$ cat src/rtl/digit_scan_driver.sv
// digit_scan_driver: time-multiplexed scan controller for an N-digit
// common-anode 7-segment display, feeding a hex decoder (En, A3..A0).
// The displayed value is double-buffered so that a frame never mixes
// old and new digits; a loaded value only takes effect at a frame boundary.
//
// Optional build macro: LEADING_ZERO_BLANK_EN
//   When defined, digits above digit 0 whose nibble and every higher nibble
//   are zero have the decoder disabled during their slot. Digit selection
//   timing is unaffected and digit 0 always shows.
module digit_scan_driver #(
  parameter int NUM_DIGITS   = 4,
  parameter int SCAN_DIV     = 50000,
  parameter int BLANK_CYCLES = 500
) (
  input  logic                      i_clk,
  input  logic                      i_rst_n,
  input  logic                      i_load,
  input  logic [4*NUM_DIGITS-1:0]   i_value_in,
  input  logic [NUM_DIGITS-1:0]     i_dp_in,
  output logic [3:0]                o_nibble,
  output logic                      o_seg_en,
  output logic                      o_dp_out,
  output logic [NUM_DIGITS-1:0]     o_dig_sel,
  output logic                      o_busy,
  output logic                      o_load_ack
);

  localparam int CW = (SCAN_DIV > 1) ? $clog2(SCAN_DIV) : 1;
  localparam int IW = (NUM_DIGITS > 1) ? $clog2(NUM_DIGITS) : 1;
  localparam logic [CW-1:0] CNT_MAX = CW'(SCAN_DIV - 1);
  localparam logic [IW-1:0] IDX_MAX = IW'(NUM_DIGITS - 1);

  logic [CW-1:0]           r_cnt;
  logic [IW-1:0]           r_idx;
  logic [4*NUM_DIGITS-1:0] r_disp_val;
  logic [NUM_DIGITS-1:0]   r_disp_dp;
  logic [4*NUM_DIGITS-1:0] r_shd_val;
  logic [NUM_DIGITS-1:0]   r_shd_dp;
  logic                    r_pending;
  logic                    r_load_ack;

  logic                    w_tick;
  logic                    w_frame_end;
  logic                    w_blank;
  logic                    w_suppress;
  logic [3:0]              w_nibble;
  logic                    w_dp_sel;
  logic [NUM_DIGITS-1:0]   w_dig_sel;
  logic                    w_seg_en;

  assign w_tick      = (r_cnt == CNT_MAX);
  assign w_frame_end = w_tick && (r_idx == IDX_MAX);

  // The anti-ghosting window is removed entirely when it has zero length,
  // avoiding a comparison against zero that would be constant-false.
  generate
    if (BLANK_CYCLES == 0) begin : g_no_blank
      assign w_blank = 1'b0;
    end else begin : g_blank
      assign w_blank = (r_cnt < CW'(BLANK_CYCLES));
    end
  endgenerate

  // Slot timing: cnt counts cycles inside a slot, idx walks the digits.
  always_ff @(posedge i_clk or negedge i_rst_n) begin
    if (!i_rst_n) begin
      r_cnt <= '0;
      r_idx <= '0;
    end else if (w_tick) begin
      r_cnt <= '0;
      r_idx <= (r_idx == IDX_MAX) ? '0 : r_idx + 1'b1;
    end else begin
      r_cnt <= r_cnt + 1'b1;
    end
  end

  // Double buffer: loads land in the shadow, and only a frame boundary
  // promotes a value to the display; a load on the boundary goes straight in.
  always_ff @(posedge i_clk or negedge i_rst_n) begin
    if (!i_rst_n) begin
      r_disp_val <= '0;
      r_disp_dp  <= '0;
      r_shd_val  <= '0;
      r_shd_dp   <= '0;
      r_pending  <= 1'b0;
      r_load_ack <= 1'b0;
    end else begin
      r_load_ack <= 1'b0;
      if (i_load && w_frame_end) begin
        r_disp_val <= i_value_in;
        r_disp_dp  <= i_dp_in;
        r_pending  <= 1'b0;
        r_load_ack <= 1'b1;
      end else if (i_load) begin
        r_shd_val  <= i_value_in;
        r_shd_dp   <= i_dp_in;
        r_pending  <= 1'b1;
      end else if (w_frame_end && r_pending) begin
        r_disp_val <= r_shd_val;
        r_disp_dp  <= r_shd_dp;
        r_pending  <= 1'b0;
        r_load_ack <= 1'b1;
      end
    end
  end

  // Select the scanned digit's nibble, decimal point and active-low anode.
  always_comb begin
    w_nibble  = 4'h0;
    w_dp_sel  = 1'b0;
    w_dig_sel = '1;
    for (int i = 0; i < NUM_DIGITS; i++) begin
      if (r_idx == IW'(i)) begin
        w_nibble = r_disp_val[4*i +: 4];
        w_dp_sel = r_disp_dp[i];
        w_dig_sel[i] = w_blank;
      end
    end
  end

`ifdef LEADING_ZERO_BLANK_EN
  logic w_zero_run;

  // Walk from the top digit down; a digit is a leading zero while every
  // nibble from the top through it is zero. Digit 0 is never suppressed.
  always_comb begin
    w_zero_run = 1'b1;
    w_suppress = 1'b0;
    for (int i = NUM_DIGITS - 1; i > 0; i--) begin
      w_zero_run = w_zero_run && (r_disp_val[4*i +: 4] == 4'h0);
      if (r_idx == IW'(i)) begin
        w_suppress = w_zero_run;
      end
    end
  end
`else
  assign w_suppress = 1'b0;
`endif

  assign w_seg_en = ~w_blank & ~w_suppress;

  assign o_nibble   = w_nibble;
  assign o_seg_en   = w_seg_en;
  assign o_dp_out   = w_dp_sel & w_seg_en;
  assign o_dig_sel  = w_dig_sel;
  assign o_busy     = r_pending;
  assign o_load_ack = r_load_ack;

endmodule

$ cat config.mk
export PLATFORM = sky130hd
export DESIGN_NAME = digit_scan_driver
export DESIGN_NICKNAME = d
export VERILOG_FILES = /design/src/rtl/digit_scan_driver.sv
export SDC_FILE = /design/constraint.sdc
export NUM_CORES = 1
export LEC_CHECK = 0
export BUFFER_PORTS_ARGS = -buffer_cell sky130_fd_sc_hd__buf_2
export CELL_PAD_IN_SITES_DETAIL_PLACEMENT = 2
export CELL_PAD_IN_SITES_GLOBAL_PLACEMENT = 2
export CORE_MARGIN = 2
export CORE_UTILIZATION = 36
export CTS_BUF_LIST = sky130_fd_sc_hd__clkbuf_4 sky130_fd_sc_hd__clkbuf_8
export CTS_CLUSTER_DIAMETER = 80
export CTS_CLUSTER_SIZE = 20
export DETAILED_ROUTE_END_ITERATION = 16
export PLACE_DENSITY = 0.88
export SLEW_MARGIN = 0
export SYNTH_ARGS = -nofsm -noshare
export SYNTH_HDL_FRONTEND = slang
export SYNTH_SLANG_ARGS = --single-unit
$ cat constraint.sdc
create_clock -name i_clk -period 2.4 [get_ports i_clk]
set_input_delay 0.48 -clock i_clk [delete_from_list [all_inputs] [get_ports i_clk]]
set_output_delay 0.48 -clock i_clk [all_outputs]
set_load 0.03 [all_outputs]
; ---- Word level (Yosys, flattened, before mapping)
; Index checks and enable logic that the tools add are counted.
[word_totals]
word_cells = 53
out_inout_bits = 12
regBits = 60
input_bits = 23
[op_classes]
reduce_logical = 8
n_addsub = 2
eq_ne = 5
mux = 26
n_lt_le_gt_ge = 1
n_bitwise = 3
[op_table]
columns = operator, n
row1 = 2-to-1 mux 16 bit, 4
row2 = 2-to-1 mux 4 bit, 7
row3 = adder 16 x 1 -> 16 bit (second input constant), 1
row4 = equality test 16 bit (second input constant), 1
row5 = less-than comparator 16 x 9 -> 1 bit (second input constant), 1
row6 = 2-to-1 mux 1 bit, 14
row7 = equality test 2 bit (second input constant), 2
row8 = AND reduction 2 bit, 2
row9 = logical AND 1 bit, 3
row10 = nonzero test 3 bit, 1
row11 = adder 2 x 1 -> 2 bit (second input constant), 1
row12 = equality test 2 x 1 -> 1 bit (second input constant), 1
row13 = zero test 2 bit, 1
row14 = 2-to-1 mux 2 bit, 1
row15 = != test 2 x 1 -> 1 bit (second input constant), 1
row16 = NOT 1 bit, 2
row17 = nonzero test 2 bit, 1
row18 = bitwise AND 1 bit, 1

; ---- Logic depth before layout (Yosys ltp)
[logic_depth]
depth_word = 6
mapped_depth = 7
ltp_nobuf = 6

; ---- Least setup slack after synthesis
; Ideal clock, no wire load.
[synth_path]
path_kind = reg2out
startpoint = register r_cnt[4]
endpoint = output port o_dp_out
setup_slack_ns = -0.195
path_buffers = 0
stages_incl_launch_ff = 5
t_required_ns = 1.920
arrival_ns = 2.115
path_cell_list = dfrtp_1 and3_2 nand3_1 o21ai_1 a21boi_0
[synth_via]
elab_chain_len = 3
[synth_lines]
columns = element, line
row1 = start: declaration, 33  ; logic [CW-1:0] r_cnt;
row2 = start signal: assignment, 73  ; r_cnt <= r_cnt + 1'b1;
row3 = less-than comparator 16 x 9 -> 1 bit, 60  ; assign w_blank = (r_cnt < CW'(BLANK_CYCLES));
row4 = NOT 1 bit, 140  ; assign w_seg_en = ~w_blank & ~w_suppress;
row5 = named net o_seg_en, 21  ; output logic o_seg_en,
row6 = bitwise AND 1 bit, 144  ; assign o_dp_out = w_dp_sel & w_seg_en;
row7 = end: declaration, 22  ; output logic o_dp_out,
; The timed path passes the listed nets, and every way through them passes these cells.

; ---- Worst setup path in the final report
[layout_path]
startpoint = register r_idx[1]
endpoint = output port o_dp_out
[layout_via]
elab_chain_len = 6
elab_cells_between_ends = 9
classes_between = 3 x eq/ne / 4 x mux / 1 x bitwise / 1 x reduce/logical
[layout_lines]
columns = element, line
row1 = start: declaration, 34  ; logic [IW-1:0] r_idx;
row2 = start signal: assignment, 71  ; r_idx <= (r_idx == IDX_MAX) ? '0 : r_idx + 1'b1;
row3 = zero test 2 bit, 113  ; if (r_idx == IW'(i)) begin
row4 = 2-to-1 mux 1 bit (3 in series), 113
row5 = 2-to-1 mux 1 bit *, 113
row6 = bitwise AND 1 bit *, 144
; Mark *: on every way between the ends. The rest lies on a longest branch, timed or not.

==> impl_metrics.toml <==
[worst_setup_path]
cp-start-kind = "register"
critPathKind = "register to output pin"
critPathBufInv = 3
cpPeakStageDelay_ns = 0.43
cp_top_family = "compound AO/OA/AOI/OAI gates"
rr_worst_depth = 6
worstPathArrival_ns = 2.04
worstPathRequired_ns = 1.92
worstReg2RegEnd = "r_shd_val[3]"
path_cells = "inv_2 -> buf_4 -> ha_4 -> nand2_1 -> o21ai_0 -> nand2_1 -> a21boi_2 -> buf_6"
critical_path.max_fanout = 6
worstSetupEndpointType = "output pin"
r2r_slack_ns = -0.05
crit_slowest_cell = "dfrtp_1"
crit_top_cell = "nand2_1"
rr_startpoint = "r_cnt[13]"

[die]
die_area_mm2 = 0.00934
die_h_um = 96.7
core_mm2 = 0.00826
num_io_pins = 35
start_util_pct = 37.4
num_rows = 33
die_x_um = 96.7

[clocking]
htree_levels = 3
hold_buffers = 0
clkTransAtPathRegs_ns = 0.08
cts_buffers = 9
cts_sinks = 60
cts_tree = "done"
cts_max_path_buffers = 2
worst_skew_pair.late_latency_ns = 0.37
root_buffer = "clkbuf_8"

[logic_synthesis]
synth_warnings = 0
yosysSeqAreaShare_pct = 48.6
synth_top_family_by_area = "simple AND/OR/NAND/NOR gates"
synth.distinct_cells = 35
syn_nets = 317
synthXorXnorAreaFrac_pct = 3.40
synthCells = 289
synth.avg_cell_area_um2 = 10.7
synth-compound-area-share_pct = 11.7
synth_simple_gate_area_share_pct = 18.4
syn_area_mm2 = 0.00309
synthMuxAreaShare_pct = 9.72
yosys_register_bits = 60
synthAdderAreaFrac_pct = 2.02

[pwr]
power.share.sequential_pct = 45.4
power.density_mw_per_mm2 = 631
p_sw_share_pct = 26.4
ir_worst_vdd_uv = 401
clockPowerShare_pct = 45.1
p_comb_share_pct = 9.5
switchingPower_mw = 0.638
power.internal_mw = 1.78
total_power_mw = 2.42
p_leak_nw = 1.70

[sta]
setup_viol_count_final = 26
finalSetupTns_ns = -1.18
tightest_slew_ns = 0.867
fmax_mhz = 397
rsz0062_at_grt = "true"
fin_ws_ns = -0.121
maxSlewHeadroom_pct = 42.1
skew_ns = 0.0114
slew_violations = 0
min_period_over_period_pct = 105
period_minus_slack_ns = 2.52
hold_viol = 0

[outcome]
run_status = "complete, but fails checks"
violations = "setup timing"

[min_path]
worstHoldPathType = "input pin to async pin"

[placement]
gp_congestion = 0.731
hpwl_um = 6680
port_buffers = 34
dpl-instance-area_mm2 = 0.00338

[grt]
grt_max_degree = 23
grt_overflow = 0
grt_antenna_before_repair = 0
gr-usage-all-layers_pct = 25.2
grt_pass1_vias = 2915
grt_pass1_wl_um = 17800

[detailed_routing]
postRouteAntennaNets = 0
post_drt_via_cell_ratio = 6.03
post_drt_wl_per_cell_um = 28.3
wirelength_um = 12800
drc = 0
vias = 2724
firstDrtPassIters = 4
drtIter0Drc = 157

[final_layout]
layout-drive-gt1-share_pct = 32.9
area_growth_pct = 23.9
num_antenna_cells = 0
post-route-cell-area_mm2 = 0.00383
fin_nets = 370

[job]
drv_cap = 0
-- power groups by stage --
stage	registers, mW	logic (mW)	clock network (mW)
after floorplan	1.10	0.129	0
after global placement	1.10	0.188	0
after detailed placement	1.11	0.203	0
after CTS	1.09	0.214	1.08
after global routing	1.10	0.244	1.16
final	1.10	0.230	1.09
-- worst max-delay path by stage --
| stage | from | end | slack [ns] | cells past startpoint |
|---|---|---|---|---|
| 3_3_place_gp | r_cnt[5] | r_shd_val[4] | 0.15 | 5 |
| 5_1_grt | r_cnt[4] | o_dp_out | -0.20 | 6 |
| 4_1_cts | r_cnt[13] | o_dp_out | -0.02 | 5 |
| 6_report | r_idx[1] | o_dp_out | -0.12 | 8 |
| 3_5_place_dp | r_cnt[10] | o_dp_out | 0.03 | 5 |
| 2_1_floorplan | r_cnt[4] | o_dp_out | 0.01 | 4 |
-- cell families (layout without fill, tap and decap cells) --
group                      after synthesis  count (layout)
and+or+nand+nor                        100             100
adders and majority gates                5               5
muxes                                   20              20
xor gates and xnor gates                12              12
buffers and inverters                   36              94
DFF                                     60              60
AOI/OAI and AO/OA                       56              56
-- worst reg2reg max path, delay by kind of cell (launching register included) --
family        cells  cell delay [ns]
mux               1             0.31
flops             1             0.40
buf+inv           2             0.35
simple gates      3             1.26
-- final cells by class --
cell class / count / area [um^2]
Multi-Input combinational cell: 193 / 1470
Clock inverter: 6 / 87.6
Tap cell: 105 / 131
Inverter: 17 / 66.3
Timing Repair Buffer: 61 / 434
Sequential cell: 60 / 1500
Fill cell: 825 / 4430
Clock buffer: 10 / 138
-- metal layers --
metal	share of wire (%)	GRT usage [%]	vias up
li1	-	-	1136
met1	40	30.0	1462
met2	53	43.8	96
met3	4.3	5.49	30
met4	2.9	11.1	0
met5	0	0	-
-- per-stage QoR --
stage | util (%) | hold slack [ns] | setup slack [ns] | std cells
2_1_floorplan | - | 0.184 | 0.00951 | 289
3_3_place_gp | 41.0 | 0.482 | 0.148 | 423
3_5_place_dp | 41.0 | 0.498 | 0.0261 | 423
4_1_cts | 45.1 | 0.114 | -0.0223 | 443
5_1_grt | 46.4 | 0.136 | -0.204 | 452
6_report | 46.4 | 0.105 | -0.121 | 452
-- timing repair --
action,in CTS,in global routing
gates cloned,0,1
resized for setup,23,10
buffers inserted,4,8
pin swaps,1,4
endpoints found under the setup margin,10,30
-- synth_stat cells, drive strengths merged --
| cell | n | area share, % |
|---|---|---|
| a21boi | 1 | 0.24 |
| ha | 5 | 2.0 |
| o22a | 12 | 3.4 |
| nand4 | 6 | 1.2 |
| clkbuf | 12 | 1.5 |
| nor3b | 12 | 2.9 |
| nor2 | 12 | 1.7 |
| nor2b | 2 | 0.40 |
| a21oi | 24 | 3.9 |
| or4 | 2 | 0.73 |
| o211ai | 1 | 0.24 |
| and4 | 2 | 0.57 |
| a32oi | 8 | 2.3 |
| nor4 | 5 | 1.5 |
| xnor2 | 8 | 2.3 |
| o21ai | 10 | 1.6 |
| nand2 | 29 | 3.8 |
| or3 | 2 | 0.40 |
| inv | 17 | 2.1 |
| nand3b | 4 | 0.97 |
| or4b | 1 | 0.45 |
| nand3 | 20 | 3.2 |
| xor2 | 4 | 1.1 |
| buf | 7 | 2.7 |
| dfrtp | 60 | 49 |
| mux2 | 20 | 9.7 |
| and3 | 1 | 0.24 |
| nor3 | 2 | 0.32 |
-- placed cells by master, fill, tap and decap left out, types with 3 or more instances in the layout --
| master | count |
|---|---|
| dfrtp_1 | 59 |
| buf_4 | 31 |
| nand2_1 | 28 |
| buf_2 | 26 |
| a21oi_1 | 23 |
| nand3_1 | 20 |
| mux2_4 | 20 |
| inv_1 | 15 |
| nor3b_1 | 12 |
| o22a_1 | 12 |
| nor2_1 | 11 |
| clkbuf_8 | 10 |
| xnor2_1 | 8 |
| a32oi_1 | 8 |
| nand4_1 | 6 |
| o21ai_0 | 5 |
| nand3b_1 | 4 |
| o21ai_1 | 4 |
| xor2_1 | 4 |
| nor4_1 | 3 |
| ha_4 | 3 |
| clkinvlp_4 | 3 |
-- sequential cells by signal, indices dropped and copies added (netlist names) --
register	cells
r_idx	2
r_disp_dp	4
r_shd_dp	4
o_load_ack	1
r_cnt	16
r_shd_val	16
o_busy	1
r_disp_val	16
(Power assumes the default switching activity.)
